==> src/rtl/reg_scoreboard_decoder.sv <==
// ---------------------------------------------------------------------------
// reg_scoreboard_decoder
//
// Decodes the writeback select into a registered one-hot register-file write
// enable and keeps a busy scoreboard of destination registers whose writes
// are still in flight. Two read ports are checked against the scoreboard to
// flag RAW hazards. An optional hardwired zero register is never written and
// never marked busy.
//
// Parameters
//   SEL_W     register select width (NUM_REG = 1 << SEL_W)
//   ZERO_REG  index of the hardwired zero register
//   ZERO_EN   1: ZERO_REG is never written / never busy, 0: ordinary register
//
// Ports
//   clk, rst_n          clock, asynchronous active-low reset
//   flush               clears the whole scoreboard at the next edge
//   issue_valid/_sel    issuing instruction and its destination
//   issue_ready         issue accepted this cycle (combinational)
//   wb_valid/_sel       writeback this cycle and its destination
//   we_onehot           registered one-hot write enables
//   busy                scoreboard, bit i = write to register i in flight
//   busy_cnt            registered population count, aligned with busy
//   rd_sel_a/_b         read port selects
//   hazard_a/_b         busy bit of the selected read register
//   wb_err              registered pulse: writeback to a non-busy register
// ---------------------------------------------------------------------------
module reg_scoreboard_decoder #(
    parameter int SEL_W    = 5,
    parameter int ZERO_REG = 31,
    parameter int ZERO_EN  = 1
) (
    input  logic                     clk,
    input  logic                     rst_n,
    input  logic                     flush,
    input  logic                     issue_valid,
    input  logic [SEL_W-1:0]         issue_sel,
    output logic                     issue_ready,
    input  logic                     wb_valid,
    input  logic [SEL_W-1:0]         wb_sel,
    output logic [(1<<SEL_W)-1:0]    we_onehot,
    output logic [(1<<SEL_W)-1:0]    busy,
    output logic [SEL_W:0]           busy_cnt,
    input  logic [SEL_W-1:0]         rd_sel_a,
    input  logic [SEL_W-1:0]         rd_sel_b,
    output logic                     hazard_a,
    output logic                     hazard_b,
    output logic                     wb_err
);

    localparam int              NUM_REG  = 1 << SEL_W;
    localparam logic [SEL_W-1:0] ZERO_SEL = SEL_W'(ZERO_REG);
    localparam bit              ZERO_ON  = (ZERO_EN != 0);

    logic [NUM_REG-1:0] busy_q, busy_d;
    logic [NUM_REG-1:0] we_onehot_q, we_onehot_d;
    logic [SEL_W:0]     busy_cnt_q, busy_cnt_d;
    logic               wb_err_q, wb_err_d;

    logic [NUM_REG-1:0] issue_dec;   // issue_sel decoded
    logic [NUM_REG-1:0] wb_dec;      // wb_sel decoded, qualified by wb_valid
    logic [NUM_REG-1:0] zero_mask;   // constant: bit set for the hardwired zero register
    logic               issue_zero;
    logic               wb_zero;
    logic               issue_fire;

    // Per-register decode: compare each select against the register index.
    generate
        for (genvar gi = 0; gi < NUM_REG; gi++) begin : g_dec
            localparam logic [SEL_W-1:0] IDX     = SEL_W'(gi);
            localparam bit               IS_ZERO = ZERO_ON && (gi == ZERO_REG);
            assign issue_dec[gi] = (issue_sel == IDX);
            assign wb_dec[gi]    = wb_valid && (wb_sel == IDX);
            assign zero_mask[gi] = IS_ZERO;
        end
    endgenerate

    always_comb begin
        issue_zero = ZERO_ON && (issue_sel == ZERO_SEL);
        wb_zero    = ZERO_ON && (wb_sel == ZERO_SEL);

        // A writeback to the same register this cycle frees the slot, so the
        // back-to-back producer can issue without a bubble.
        issue_ready = ~flush & (~busy_q[issue_sel]
                                | (wb_valid & (wb_sel == issue_sel))
                                | issue_zero);
        issue_fire  = issue_valid & issue_ready;

        // Clear on writeback first, then set on issue so that set wins.
        busy_d = busy_q & ~wb_dec;
        if (issue_fire) begin
            busy_d = busy_d | (issue_dec & ~zero_mask);
        end
        if (flush) begin
            busy_d = '0;
        end

        // The write enable is produced even during a flush; only the
        // scoreboard is discarded.
        we_onehot_d = wb_dec & ~zero_mask;
        wb_err_d    = wb_valid & ~busy_q[wb_sel] & ~wb_zero & ~flush;

        busy_cnt_d = '0;
        for (int i = 0; i < NUM_REG; i++) begin
            busy_cnt_d = busy_cnt_d + (SEL_W+1)'(busy_d[i]);
        end
    end

    always_ff @(posedge clk or negedge rst_n) begin
        if (!rst_n) begin
            busy_q      <= '0;
            we_onehot_q <= '0;
            busy_cnt_q  <= '0;
            wb_err_q    <= 1'b0;
        end else begin
            busy_q      <= busy_d;
            we_onehot_q <= we_onehot_d;
            busy_cnt_q  <= busy_cnt_d;
            wb_err_q    <= wb_err_d;
        end
    end

    // No same-cycle writeback forwarding here; the datapath bypass covers it.
    assign hazard_a  = busy_q[rd_sel_a] & ~zero_mask[rd_sel_a];
    assign hazard_b  = busy_q[rd_sel_b] & ~zero_mask[rd_sel_b];

    assign busy      = busy_q;
    assign we_onehot = we_onehot_q;
    assign busy_cnt  = busy_cnt_q;
    assign wb_err    = wb_err_q;

endmodule

==> config.mk <==
export PLATFORM = sky130hd
export DESIGN_NAME = reg_scoreboard_decoder
export DESIGN_NICKNAME = d
export VERILOG_FILES = /design/src/rtl/reg_scoreboard_decoder.sv
export SDC_FILE = /design/constraint.sdc
export NUM_CORES = 1
export LEC_CHECK = 0
export BUFFER_PORTS_ARGS = -buffer_cell sky130_fd_sc_hd__buf_2
export CELL_PAD_IN_SITES_DETAIL_PLACEMENT = 1
export CELL_PAD_IN_SITES_GLOBAL_PLACEMENT = 1
export CORE_MARGIN = 3
export CORE_UTILIZATION = 40
export DETAILED_ROUTE_END_ITERATION = 10
export GPL_ROUTABILITY_DRIVEN = 0
export PLACE_DENSITY_LB_ADDON = 0.1
export SYNTH_ARGS = -nofsm -noshare
export SYNTH_HDL_FRONTEND = slang
export SYNTH_SLANG_ARGS = --single-unit
==> constraint.sdc <==
create_clock -name clk -period 5.5 [get_ports clk]
set_input_delay 0.55 -clock clk [delete_from_list [all_inputs] [get_ports clk]]
set_output_delay 0.55 -clock clk [all_outputs]
set_load 0.05 [all_outputs]
==> results of run 1 <==
## what timing repair did
action | 4_1_cts | 5_1_grt
pin swaps | 28 | 4
setup buffers | 12 | 2
setup endpoints to repair | 5 | 5
gates resized for setup | 37 | 10
## worst max-delay path by stage
stage | depth (start not counted) | endpoint | start
floorplan | 21 | busy_cnt[4] | wb_sel[1]
global placement | 19 | busy_cnt[4] | issue_sel[1]
detailed placement | 21 | busy_cnt[4] | issue_sel[2]
CTS | 19 | busy_cnt[4] | busy[14]
global route | 19 | busy_cnt[4] | busy[14]
finish | 19 | busy_cnt[4] | busy[14]
## cell usage after synthesis, types with 6 or more instances
cell,number
dfrtp_1,70
nor2_1,37
inv_1,35
mux4_2,27
fa_1,24
clkbuf_1,16
nand2_1,15
o32ai_1,13
nor2b_1,12
o32a_1,10
a21oi_1,8
mux2i_1,8
nand2b_1,8
ha_1,7
nand3_1,7
nor3b_1,6
o31ai_1,6
or3b_2,6
## worst reg2reg max path, cell delays in order (launching register included)
cell and delay [ps]:
dfrtp_2 420, mux4_2 500, a22o_1 240, a21oi_2 200, nor2_4 80, buf_12 150, o31ai_4 280, fa_1 490
inv_2 70, fa_1 450, fa_1 540, fa_1 450, fa_2 550, inv_2 40, fa_2 440, ha_4 180
fa_2 330, a21o_1 170, a21oi_2 150, xnor2_1 120
## final cells by class
class	instances	area, µm²	share of cell area, %
multi-input combinational	270	2960	42.4
sequential	70	1760	25.2
timing repair buffer	242	1630	23.2
clock buffer	13	270	3.86
tap	143	179	2.56
inverter	35	131	1.88
clock inverter	3	65.1	0.930
## through the flow
| stage | hold slack (ps) | std cells | power, W | worst slack (ps) | utilization [%] |
|---|---|---|---|---|---|
| 3_5_place_dp | 574 | 746 | 0.000755 | -890 | 55.1 |
| 3_3_place_gp | 577 | 746 | 0.000750 | -663 | 55.1 |
| 4_1_cts | 480 | 774 | 0.00143 | -325 | 60.2 |
| 6_report | 435 | 776 | 0.00144 | -426 | 60.8 |
| 5_1_grt | 498 | 776 | 0.00148 | -602 | 60.8 |
| 2_1_floorplan | 254 | 404 | 0.000657 | -276 | - |
## per-layer routing
layer	share of wire, %	vias up	wire [µm]
met2	50	305	10300
met5	0	-	0
met4	4.6	0	946
met3	7.7	77	1580
met1	38	2428	7830
li1	-	1924	-
## power by group
group | switching, W | total [W] | internal [W]
Clock | 0.000230 | 0.000664 | 0.000434
Combinational | 0.000157 | 0.000251 | 0.0000944
Sequential | 0.00000279 | 0.000525 | 0.000522
Total | 0.000390 | 0.00144 | 0.00105
## flip-flops by register name, indices dropped and copies added (netlist names)
name and flops:
busy 32, we_onehot 31, busy_cnt 6, wb_err 1
## kinds of logic (layout without fill, tap and decap cells)
logic type / count (synthesis) / after routing
flip-flops: 70 / 70
adder cells (fa/ha/maj): 31 / 31
multiplexers: 41 / 41
AO/OA/AOI/OAI: 83 / 83
buffers and inverters: 64 / 293
other: 1 / 1
XOR/XNOR: 8 / 8
AND/OR/NAND/NOR: 106 / 106
## cells in the final DEF, fill, tap and decap left out, drive strengths merged, types with 4 or more instances in the layout
cell and instances:
a211oi 5, a21oi 8, buf 242, clkbuf 13, dfrtp 70, fa 24, ha 7, inv 35
mux2i 8, mux4 31, nand2 15, nand2b 8, nand3 7, nor2 37, nor2b 13, nor3b 6
o21ai 4, o21ba 5, o21bai 5, o31ai 6, o32a 10, o32ai 13, or3b 9, xor2 5
==> results.md, run 1 <==
- Via count: 4734
- FMAX: 0.169 GHz
- R2r worst-path depth: 19
- DRC errors left: 0
- Clock Skews: 5.26 ps
- Compound-cell area share of the yosys netlist: 14.7%
- Number of library cell types mapped by synthesis: 57
- Syn avg cell area: 11.7 µm²
- Initial drt markers: 466
- Row count: 39
- Worst-Margin Slew: 945 ps
- Met3 Usage GRT: 4.32%
- Post-synthesis async set-or-reset flop share: 100%
- # IOs: 99
- Syn Inst Count: just over 400
- First-pass GRT wire length: 29600 µm
- Leak: 3.49 nW
- Mux cell area share after synthesis: 17.2%
- Synth Area in XOR/XNOR: 1.48%
- Die width: 115 µm
- M1 GR Usage: 39.4%
- Fin worst setup slack: -426 ps
- CTS Buffer Depth: 2
- Share of post-route cells with drive strength above 1: between 50% and 60%
- Syn nets: 460
- CP bufs+invs: 3
- Num Clock Sinks: 70
- Critical Path AT: approximately 6200 ps
- Fin area: 7000 µm²
- Capture point of the worst reg-to-reg path: busy_cnt[4]
- Max-cap violation count: 0
- Drt pass-1 iters: 5
- Nets: 684
- Worst R2R Start: busy[14]
- Max Slew Vio Count: 0
- Clock Pin Slew Worst Setup and Hold Paths: 60 ps
- CP most frequent cell: fa_1
- #FFs+latches synth: 70
- WL per Instance: ~27 µm
- Cell Chain, Critical Path: mux4_2 -> a22o_1 -> a21oi_2 -> nor2_4 -> buf_12 -> o31ai_4 -> fa_1 -> inv_2 -> fa_1 -> fa_1 -> fa_1 -> fa_2 -> inv_2 -> fa_2 -> ha_4 -> fa_2 -> a21o_1 -> a21oi_2 -> xnor2_1
- Post-Synth Adder-Cell Area: 12.0%
- TritonCTS clock tree: yes
- Post-synth EDFFs: 0
- Largest stage delay, worst path: 550 ps
- Grt met2 use: 52.9%
- Port Buf Inserts: 97
- Crit. End Element: flip-flop
- Crit path max fanout: 5
- Antenna Violating Nets Remaining: 0
- Failing checks: negative setup slack
- Fin. Hold Viols: 0
- Final setup violation count: 5
- Root buffer cell: clkbuf_16
- Crit share post-route: 108%
- Synth top area cells: dfrtp_1 37%, mux4_2 13%, fa_1 10%, nor2_1 2.9%, inv_1 2.8%
- Die ar.: between 10000 and 15000 µm²
- Hpwl dp: 14200 µm
- GR peak layer: met2
- Synth Area in Simple Gates: 11.8%
- Ys flop type: dfrtp_1
- CP max stage cell: fa_2
- Largest family of logic cells by synthesized area: multiplexers
- Total Wirelength: between 20000 and 25000 µm
- Critical path's top delay family: adder cells
- Placement Cell Area: 6350 µm²
- RSZ-0062 raised after global routing: yes
- Total grt overflow: 0
- Top cell type's share of synthesized area: 36.9%
- H-tree depth: 3
- WP data required: 5770 ps
- Core area: 11500 µm²
- Hold-fix buffers at CTS: 0
- Total CTS buffers: 9
- Via density: 6.10
- N_diodes: 0
- Die height: 115 µm
- Power per cell area: 206 nW/µm²
- Syn-to-layout area delta: 47.5%
- Largest net degree at the start of global routing: 71
- Part of the Yosys area used for sequential elements: between 30% and 40%
- Outcome: finished with violations
- Worst hold-check path type: in -> async
- GRT Total Usage: 30.4%
- Layout fillers: around 1300
- Initial antenna violation count: 0
- Setup TNS: -1750 ps
- Relative slew slack: 37.0%
- Clock Latency Late Sink: 340 ps
- Netlist Area Pre-Place: 4740 µm²
- Ys Warns: 0
- Vias in the first global route: 4972
- R2r setup slk: -430 ps
- Post-route minimum period: 5930 ps
- Cell taking the most area after synthesis: dfrtp_1
- Startpoint types: flip-flop
- Crit Path Class: reg -> reg
- Initial Utilization: approximately two fifths
- VDD IR max: ~0.00015 V
No activity file was read; power rests on OpenSTA's default activity.
==> inputs of run 2 (changes only) <==
==> config.mk (replaced) <==
export PLATFORM = sky130hd
export DESIGN_NAME = reg_scoreboard_decoder
export DESIGN_NICKNAME = d
export VERILOG_FILES = /design/src/rtl/reg_scoreboard_decoder.sv
export SDC_FILE = /design/constraint.sdc
export NUM_CORES = 1
export LEC_CHECK = 0
export BUFFER_PORTS_ARGS = -buffer_cell sky130_fd_sc_hd__buf_2
export CORE_MARGIN = 3
export CORE_UTILIZATION = 50
export DETAILED_ROUTE_END_ITERATION = 10
export GPL_ROUTABILITY_DRIVEN = 0
export PLACE_DENSITY = 0.77
export SYNTH_ARGS = -nofsm -noshare
export SYNTH_HDL_FRONTEND = slang
export SYNTH_SLANG_ARGS = --single-unit
==> run 2 against run 1 <==
  * The run still ends with negative setup slack left
  * Clock skew grew 5.0 ps
  * Routed wire length shrank 20%
  * Sequential power is essentially flat
  * Hold slack lost 27 ps
  * Via count shrank 1.6%
  * Combinational power shrank 10%
  * First-iteration DRC count shrank 13%
  * Clock-buffer cell count shrank 2
==> results.md, run 2 (same netlist as run 1, synthesis figures left out) <==
- Worst hold-check path type: in -> async (unchanged)
- Root buffer cell: clkbuf_8 (was clkbuf_16)
- H-tree depth: 3 (unchanged)
- Placement Cell Area: 6300 µm² (was 6350 µm²)
- Number of flip-flops under the largest register name: 32 (unchanged)
- Share of post-route cells with drive strength above 1: 50.9% (was 54.5%)
- DRC errors left: 0 (unchanged)
- Post-route minimum period: 5870 ps (was 5930 ps)
- Max-cap violation count: 0 (unchanged)
- Fin area: 6610 µm² (was 7000 µm²)
- Final setup violation count: 5 (unchanged)
- Total grt overflow: 0 (unchanged)
- Fin. Hold Viols: 0 (unchanged)
- N_diodes: 0 (unchanged)
- Via density: 6.22 (was 6.10)
- Clock Skews: 10.3 ps (was 5.26 ps)
- GR peak layer: met2 (unchanged)
- M1 GR Usage: 39.9% (was 39.4%)
- Nets: 675 (was 684)
- Initial Utilization: 52.9% (was 41.2%)
- Total power: 0.00117 W (was 0.00144 W)
- Row count: 34 (was 39)
- Total Wirelength: 16500 µm (was 20600 µm)
- WL per Instance: 22.0 µm (was 26.6 µm)
- FMAX: 0.170 GHz (was 0.169 GHz)
- Crit share post-route: 107% (was 108%)
- Final hold slack: 408 ps (was 435 ps)
- Cells after DPL: 727 (was 746)
- Hpwl dp: 12500 µm (was 14200 µm)
- Crit Path Class: in -> reg (was reg -> reg)
- Worst-Margin Slew: 900 ps (was 945 ps)
- Critical Path AT: 6140 ps (was 6190 ps)
- Die width: 103 µm (was 115 µm)
- WP data required: 5770 ps (about the same)
- Largest net degree at the start of global routing: 71 (unchanged)
- Met3 Usage GRT: 8.58% (was 4.32%)
- Power per cell area: 177 nW/µm² (was 206 nW/µm²)
- Clock Pin Slew Worst Setup and Hold Paths: 70 ps (was 60 ps)
- Port Buf Inserts: 97 (unchanged)
- Core area: 8980 µm² (was 11500 µm²)
- GRT Total Usage: 32.1% (was 30.4%)
- Crit path max fanout: 6 (was 5)
- Dpl ws: -748 ps (was -890 ps)
- Relative slew slack: 40.0% (was 37.0%)
- Max Slew Vio Count: 0 (unchanged)
- Most common cell after layout, fill and taps aside: buf_4 (unchanged)
- Startpoint types: input pin (was flip-flop)
- Antenna Violating Nets Remaining: 0 (unchanged)
- Final Instance Count excl. Fillers: 749 (was 776)
- VDD IR max: 0.000112 V (was 0.000154 V)
- RSZ-0062 raised after global routing: yes (unchanged)
- Initial drt markers: 407 (was 466)
- Grt met2 use: 52.8% (was 52.9%)
- R2r setup slk: -320 ps (was -430 ps)
- Outcome: finished with violations (unchanged)
- TritonCTS clock tree: yes (unchanged)
- Capture point of the worst reg-to-reg path: busy_cnt[4] (unchanged)
- Initial antenna violation count: 0 (unchanged)
- CP endpoint: busy_cnt[4] (unchanged)
- Crit. End Element: flip-flop (unchanged)
- CP startpoint: issue_sel[3] (was busy[14])
- First-pass GRT wire length: 25400 µm (was 29600 µm)
- Leak: 3.36 nW (was 3.49 nW)
- Commonest cells after routing, fill and taps aside: 132 x buf_4, 96 x buf_2, 62 x dfrtp_1, 35 x nor2_1, 34 x inv_1 (was 139 x buf_4, 95 x buf_2, 62 x dfrtp_1, 34 x nor2_1, 29 x inv_1)
- Worst R2R Start: busy[15] (was busy[14])
- Clock Latency Late Sink: 360 ps (was 340 ps)
- CTS Buffer Depth: 2 (unchanged)
- Total CTS buffers: 9 (unchanged)
- Hold-fix buffers at CTS: 0 (unchanged)
- Vias in the first global route: 4862 (was 4972)
- Die height: 103 µm (was 115 µm)
- Via count: 4660 (was 4734)
- Syn-to-layout area delta: 39.2% (was 47.5%)
- Fin worst setup slack: -369 ps (was -426 ps)
- # IOs: 99 (unchanged)
- Die ar.: 10700 µm² (was 13200 µm²)
- Drt pass-1 iters: 5 (unchanged)
- R2r worst-path depth: 19 (unchanged)
- Failing checks: negative setup slack (unchanged)
- Num Clock Sinks: 70 (unchanged)
[run 2: changes by cell type in the layout (fill, tap and decap cells not counted), moves of 5 or more]
cell,previous run,this run
clkbuf_16,9,0
buf_4,139,132
clkbuf_8,3,10
inv_1,29,34
inv_2,6,1
[run 2: layout make-up]
type                    count  area, µm²
multi-input cells         270       2830
fillers                   577       2370
flip-flops and latches     70       1760
repair buffers            233       1530
well taps                 126        158
clock buffers              11        141
inverters                  35        131
clock inverters             4       47.5
[run 2: worst min-delay path by stage]
stage | start | cells past startpoint | slack (ps) | to
after floorplan | rst_n | 0 | 250 | busy[0]
after global placement | busy[31] | 1 | 560 | busy[31]
after detailed placement | busy[31] | 1 | 580 | busy[31]
after CTS | rst_n | 2 | 430 | we_onehot[20]
after global routing | rst_n | 2 | 480 | we_onehot[17]
final | rst_n | 2 | 410 | we_onehot[17]
[run 2: timing repair]
item / 4_1_cts / 5_1_grt
gates cloned: 0 / 0
hold endpoints to repair: 0 / 0
pin swaps: 5 / 5
gates resized for setup: 6 / 10
buffers inserted: 5 / 2
setup endpoints to repair: 5 / 5
[run 2: per-layer routing]
metal | part of all wire (%) | vias up
li1 | - | 1916
met1 | 36 | 2268
met2 | 48 | 394
met3 | 12 | 82
met4 | 4.6 | 0
met5 | 0 | -
[run 2: stage by stage]
step	TNS, ps	util, %
after floorplan	-771	-
after global placement	-2710	70.2
final	-1340	73.6
after CTS	-1350	73.0
after global routing	-2040	73.6
after detailed placement	-3400	70.2
[run 2: power by group]
part	leakage [nW]	switching, W	internal [W]
clock network	0.0952	0.000199	0.000218
logic	2.31	0.000141	0.0000855
registers	0.960	0.00000280	0.000522
total	3.36	0.000343	0.000825
[run 2: worst max-delay path, stage by stage]
cell	delay, ps
buf_2	130
xor2_1	190
nor4_2	330
nand3_1	120
buf_4	180
a211oi_2	310
o21bai_1	140
fa_1	590
inv_1	80
fa_1	500
inv_1	60
fa_1	530
fa_1	430
fa_1	500
inv_1	50
fa_1	450
ha_2	200
fa_2	340
a21o_1	180
a21oi_2	150
xnor2_1	130
==> inputs of run 3 (changes only) <==
--- a/config.mk
+++ b/config.mk
@@ -6,7 +6,7 @@
 export NUM_CORES = 1
 export LEC_CHECK = 0
 export BUFFER_PORTS_ARGS = -buffer_cell sky130_fd_sc_hd__buf_2
-export CORE_MARGIN = 3
+export CORE_MARGIN = 2
 export CORE_UTILIZATION = 50
 export DETAILED_ROUTE_END_ITERATION = 10
 export GPL_ROUTABILITY_DRIVEN = 0
==> run 3 against run 2 <==
  * The run still ends with negative setup slack left
  * Design area grew 2.0%
  * Largest power group unchanged
  * Routed wire length grew 4.3%
  * Critical endpoint unchanged
  * Clock skew grew 2.3 ps
  * Global-route usage grew 1.8 points
  * Critical path depth is the same
  * Cell count grew 0.67%
  * Combinational power grew 7%
  * Non-clock buffer count grew 2
  * Flip-flop and latch count is the same
  * First-iteration DRC count grew 31%
  * Register-to-register slack lost 70 ps
==> results.md, run 3 (same netlist as run 1, synthesis figures left out) <==
- Layout fillers: 571 (was 577)
- Die ar.: 10300 µm² (was 10700 µm²)
- First-pass GRT wire length: 26000 µm (was 25400 µm)
- FMAX: 0.169 GHz (was 0.170 GHz)
- Syn-to-layout area delta: 42.1% (was 39.2%)
- Commonest cells after routing, fill and taps aside: 132 x buf_4, 97 x buf_2, 62 x dfrtp_1, 35 x nor2_1, 28 x inv_1 (was 132 x buf_4, 96 x buf_2, 62 x dfrtp_1, 35 x nor2_1, 34 x inv_1)
- Via density: 6.46 (was 6.22)
- Worst hold-check path type: in -> async (unchanged)
- Failing checks: negative setup slack (unchanged)
- Number of flip-flops under the largest register name: 32 (unchanged)
- Num Clock Sinks: 70 (unchanged)
- Clock Pin Slew Worst Setup and Hold Paths: 80 ps (was 70 ps)
- Die width: 101 µm (was 103 µm)
- Port Buf Inserts: 97 (unchanged)
- Clock Latency Late Sink: 360 ps (about the same)
- Initial Utilization: 51.3% (was 52.9%)
- Die height: 101 µm (was 103 µm)
- CTS Buffer Depth: 2 (unchanged)
- Largest net degree at the start of global routing: 62 (was 71)
- Worst-Margin Slew: 783 ps (was 900 ps)
- CP startpoint: issue_sel[3] (unchanged)
- Critical Path AT: 6190 ps (was 6140 ps)
- Crit path max fanout: 5 (was 6)
- Cells after DPL: 733 (was 727)
- Nets: 677 (was 675)
- Total Wirelength: 17200 µm (was 16500 µm)
- Hpwl dp: 12200 µm (was 12500 µm)
- Via count: 4869 (was 4660)
- Worst R2R Start: busy[15] (unchanged)
- Initial antenna violation count: 0 (unchanged)
- Row count: 35 (was 34)
- # IOs: 99 (unchanged)
- Cell Chain, Critical Path: buf_2 -> xor2_1 -> nor4_2 -> nand3_1 -> buf_6 -> a211oi_2 -> o21bai_2 -> fa_1 -> inv_1 -> fa_1 -> inv_1 -> fa_2 -> fa_1 -> fa_2 -> inv_1 -> fa_2 -> ha_4 -> fa_2 -> a21o_1 -> a21oi_2 -> xnor2_1 (was buf_2 -> xor2_1 -> nor4_2 -> nand3_1 -> buf_4 -> a211oi_2 -> o21bai_1 -> fa_1 -> inv_1 -> fa_1 -> inv_1 -> fa_1 -> fa_1 -> fa_1 -> inv_1 -> fa_1 -> ha_2 -> fa_2 -> a21o_1 -> a21oi_2 -> xnor2_1)
- Multi-input logic area: 2960 µm² (was 2830 µm²)
- Final core occ: 72.9% (was 73.6%)
- Max Slew Vio Count: 0 (unchanged)
- N_diodes: 0 (unchanged)
- Antenna Violating Nets Remaining: 0 (unchanged)
- Final Instance Count excl. Fillers: 754 (was 749)
- Final hold slack: 36.3 ps (was 408 ps)
- Max-cap violation count: 0 (unchanged)
- Crit Path Class: in -> reg (unchanged)
- Clock Skews: 12.6 ps (was 10.3 ps)
- Core area: 9240 µm² (was 8980 µm²)
- Sequential Area: 1760 µm² (unchanged)
- RSZ-0062 raised after global routing: yes (unchanged)
- TritonCTS clock tree: yes (unchanged)
- Fin worst setup slack: -409 ps (was -369 ps)
- Largest stage delay, worst path: 560 ps (was 590 ps)
- Fin. Hold Viols: 0 (unchanged)
- Vias in the first global route: 4926 (was 4862)
- Post-route minimum period: 5910 ps (was 5870 ps)
- Relative slew slack: 47.8% (was 40.0%)
- WL per Instance: 22.8 µm (was 22.0 µm)
- Crit share post-route: 107% (about the same)
- Final setup violation count: 5 (unchanged)
- Crit. End Element: flip-flop (unchanged)
- Startpoint types: input pin (unchanged)
- GRT Total Usage: 33.9% (was 32.1%)
- Initial drt markers: 532 (was 407)
- WP data required: 5780 ps (was 5770 ps)
- Total power: 0.00115 W (was 0.00117 W)
- VDD IR max: 0.000109 V (was 0.000112 V)
- Hold-fix buffers at CTS: 0 (unchanged)
- Power per cell area: 170 nW/µm² (was 177 nW/µm²)
- Share of post-route cells with drive strength above 1: 54.1% (was 50.9%)
- CP max stage cell: fa_1 (unchanged)
- DRC errors left: 0 (unchanged)
- Outcome: finished with violations (unchanged)
- Drt pass-1 iters: 8 (was 5)
- Root buffer cell: clkbuf_8 (unchanged)
- CP most frequent cell: fa_2 (was fa_1)
- Most common cell after layout, fill and taps aside: buf_4 (unchanged)
- Total grt overflow: 0 (unchanged)
- H-tree depth: 3 (unchanged)
- Leak: 3.37 nW (was 3.36 nW)
- Total CTS buffers: 9 (unchanged)
run 3: changes by cell type in the layout (fill, tap and decap cells not counted), sizes merged:
cell,change
bufinv,-1
buf,+3
clkinvlp,+2
clkbuf,-2
run 3: final cells by class:
cell class	instances	share of cell area, %
clock inverter	5	0.538
tap	129	2.39
timing repair buffer	235	23.0
multi-input combinational	270	43.9
clock buffer	10	2.04
inverter	35	1.95
sequential	70	26.1
run 3: critical path: cells and delay by family:
kind	cells	cell delay (ps)
fa+ha+maj	8	3540
simple gates	2	570
compound gates	4	720
xor+xnor	2	310
buf+inv	5	490
run 3: power breakdown:
group / total (W) / switching, W / internal, W
combinational: 0.000241 / 0.000150 / 0.0000906
clock: 0.000382 / 0.000209 / 0.000173
sequential: 0.000524 / 0.00000265 / 0.000521
total: 0.00115 / 0.000362 / 0.000785
run 3: path summary, 6_finish.rpt:
kind | endpoint | slack [ps] | depth (start not counted)
max in group asynchronous | busy[10] | 4380 | 2
min in group clk | we_onehot[9] | 600 | 3
worst min-delay path | we_onehot[21] | 40 | 1
worst max-delay path | busy_cnt[4] | -410 | 21
worst min register to register | busy[31] | 600 | 1
worst max register to register | busy_cnt[4] | -390 | 18
run 3: through the flow:
| step | setup WS, ps | cell area (µm²) | TNS (ps) |
|---|---|---|---|
| floorplan | -276 | 4850 | -771 |
| global placement | -610 | 6320 | -2720 |
| detailed placement | -771 | 6320 | -3510 |
| CTS | -303 | 6610 | -973 |
| global route | -635 | 6740 | -2400 |
| finish | -409 | 6740 | -1450 |
run 3: what timing repair did:
item                                    4_1_cts  5_1_grt
endpoints found under the setup margin        5        5
endpoints found under the hold margin         0        0
pin swaps                                    12       21
buffers inserted                              4        2
gates cloned                                  0        0
gates resized for setup                      17       26
run 3: per-layer routing:
layer	up-vias	GRT usage [%]	routed length, µm	part of all wire (%)
li1	1914	-	-	-
met1	2381	41.5	5840	34
met2	453	56.1	8170	47
met3	121	9.32	2190	13
met4	0	15.8	1020	5.9
met5	-	0	0	0
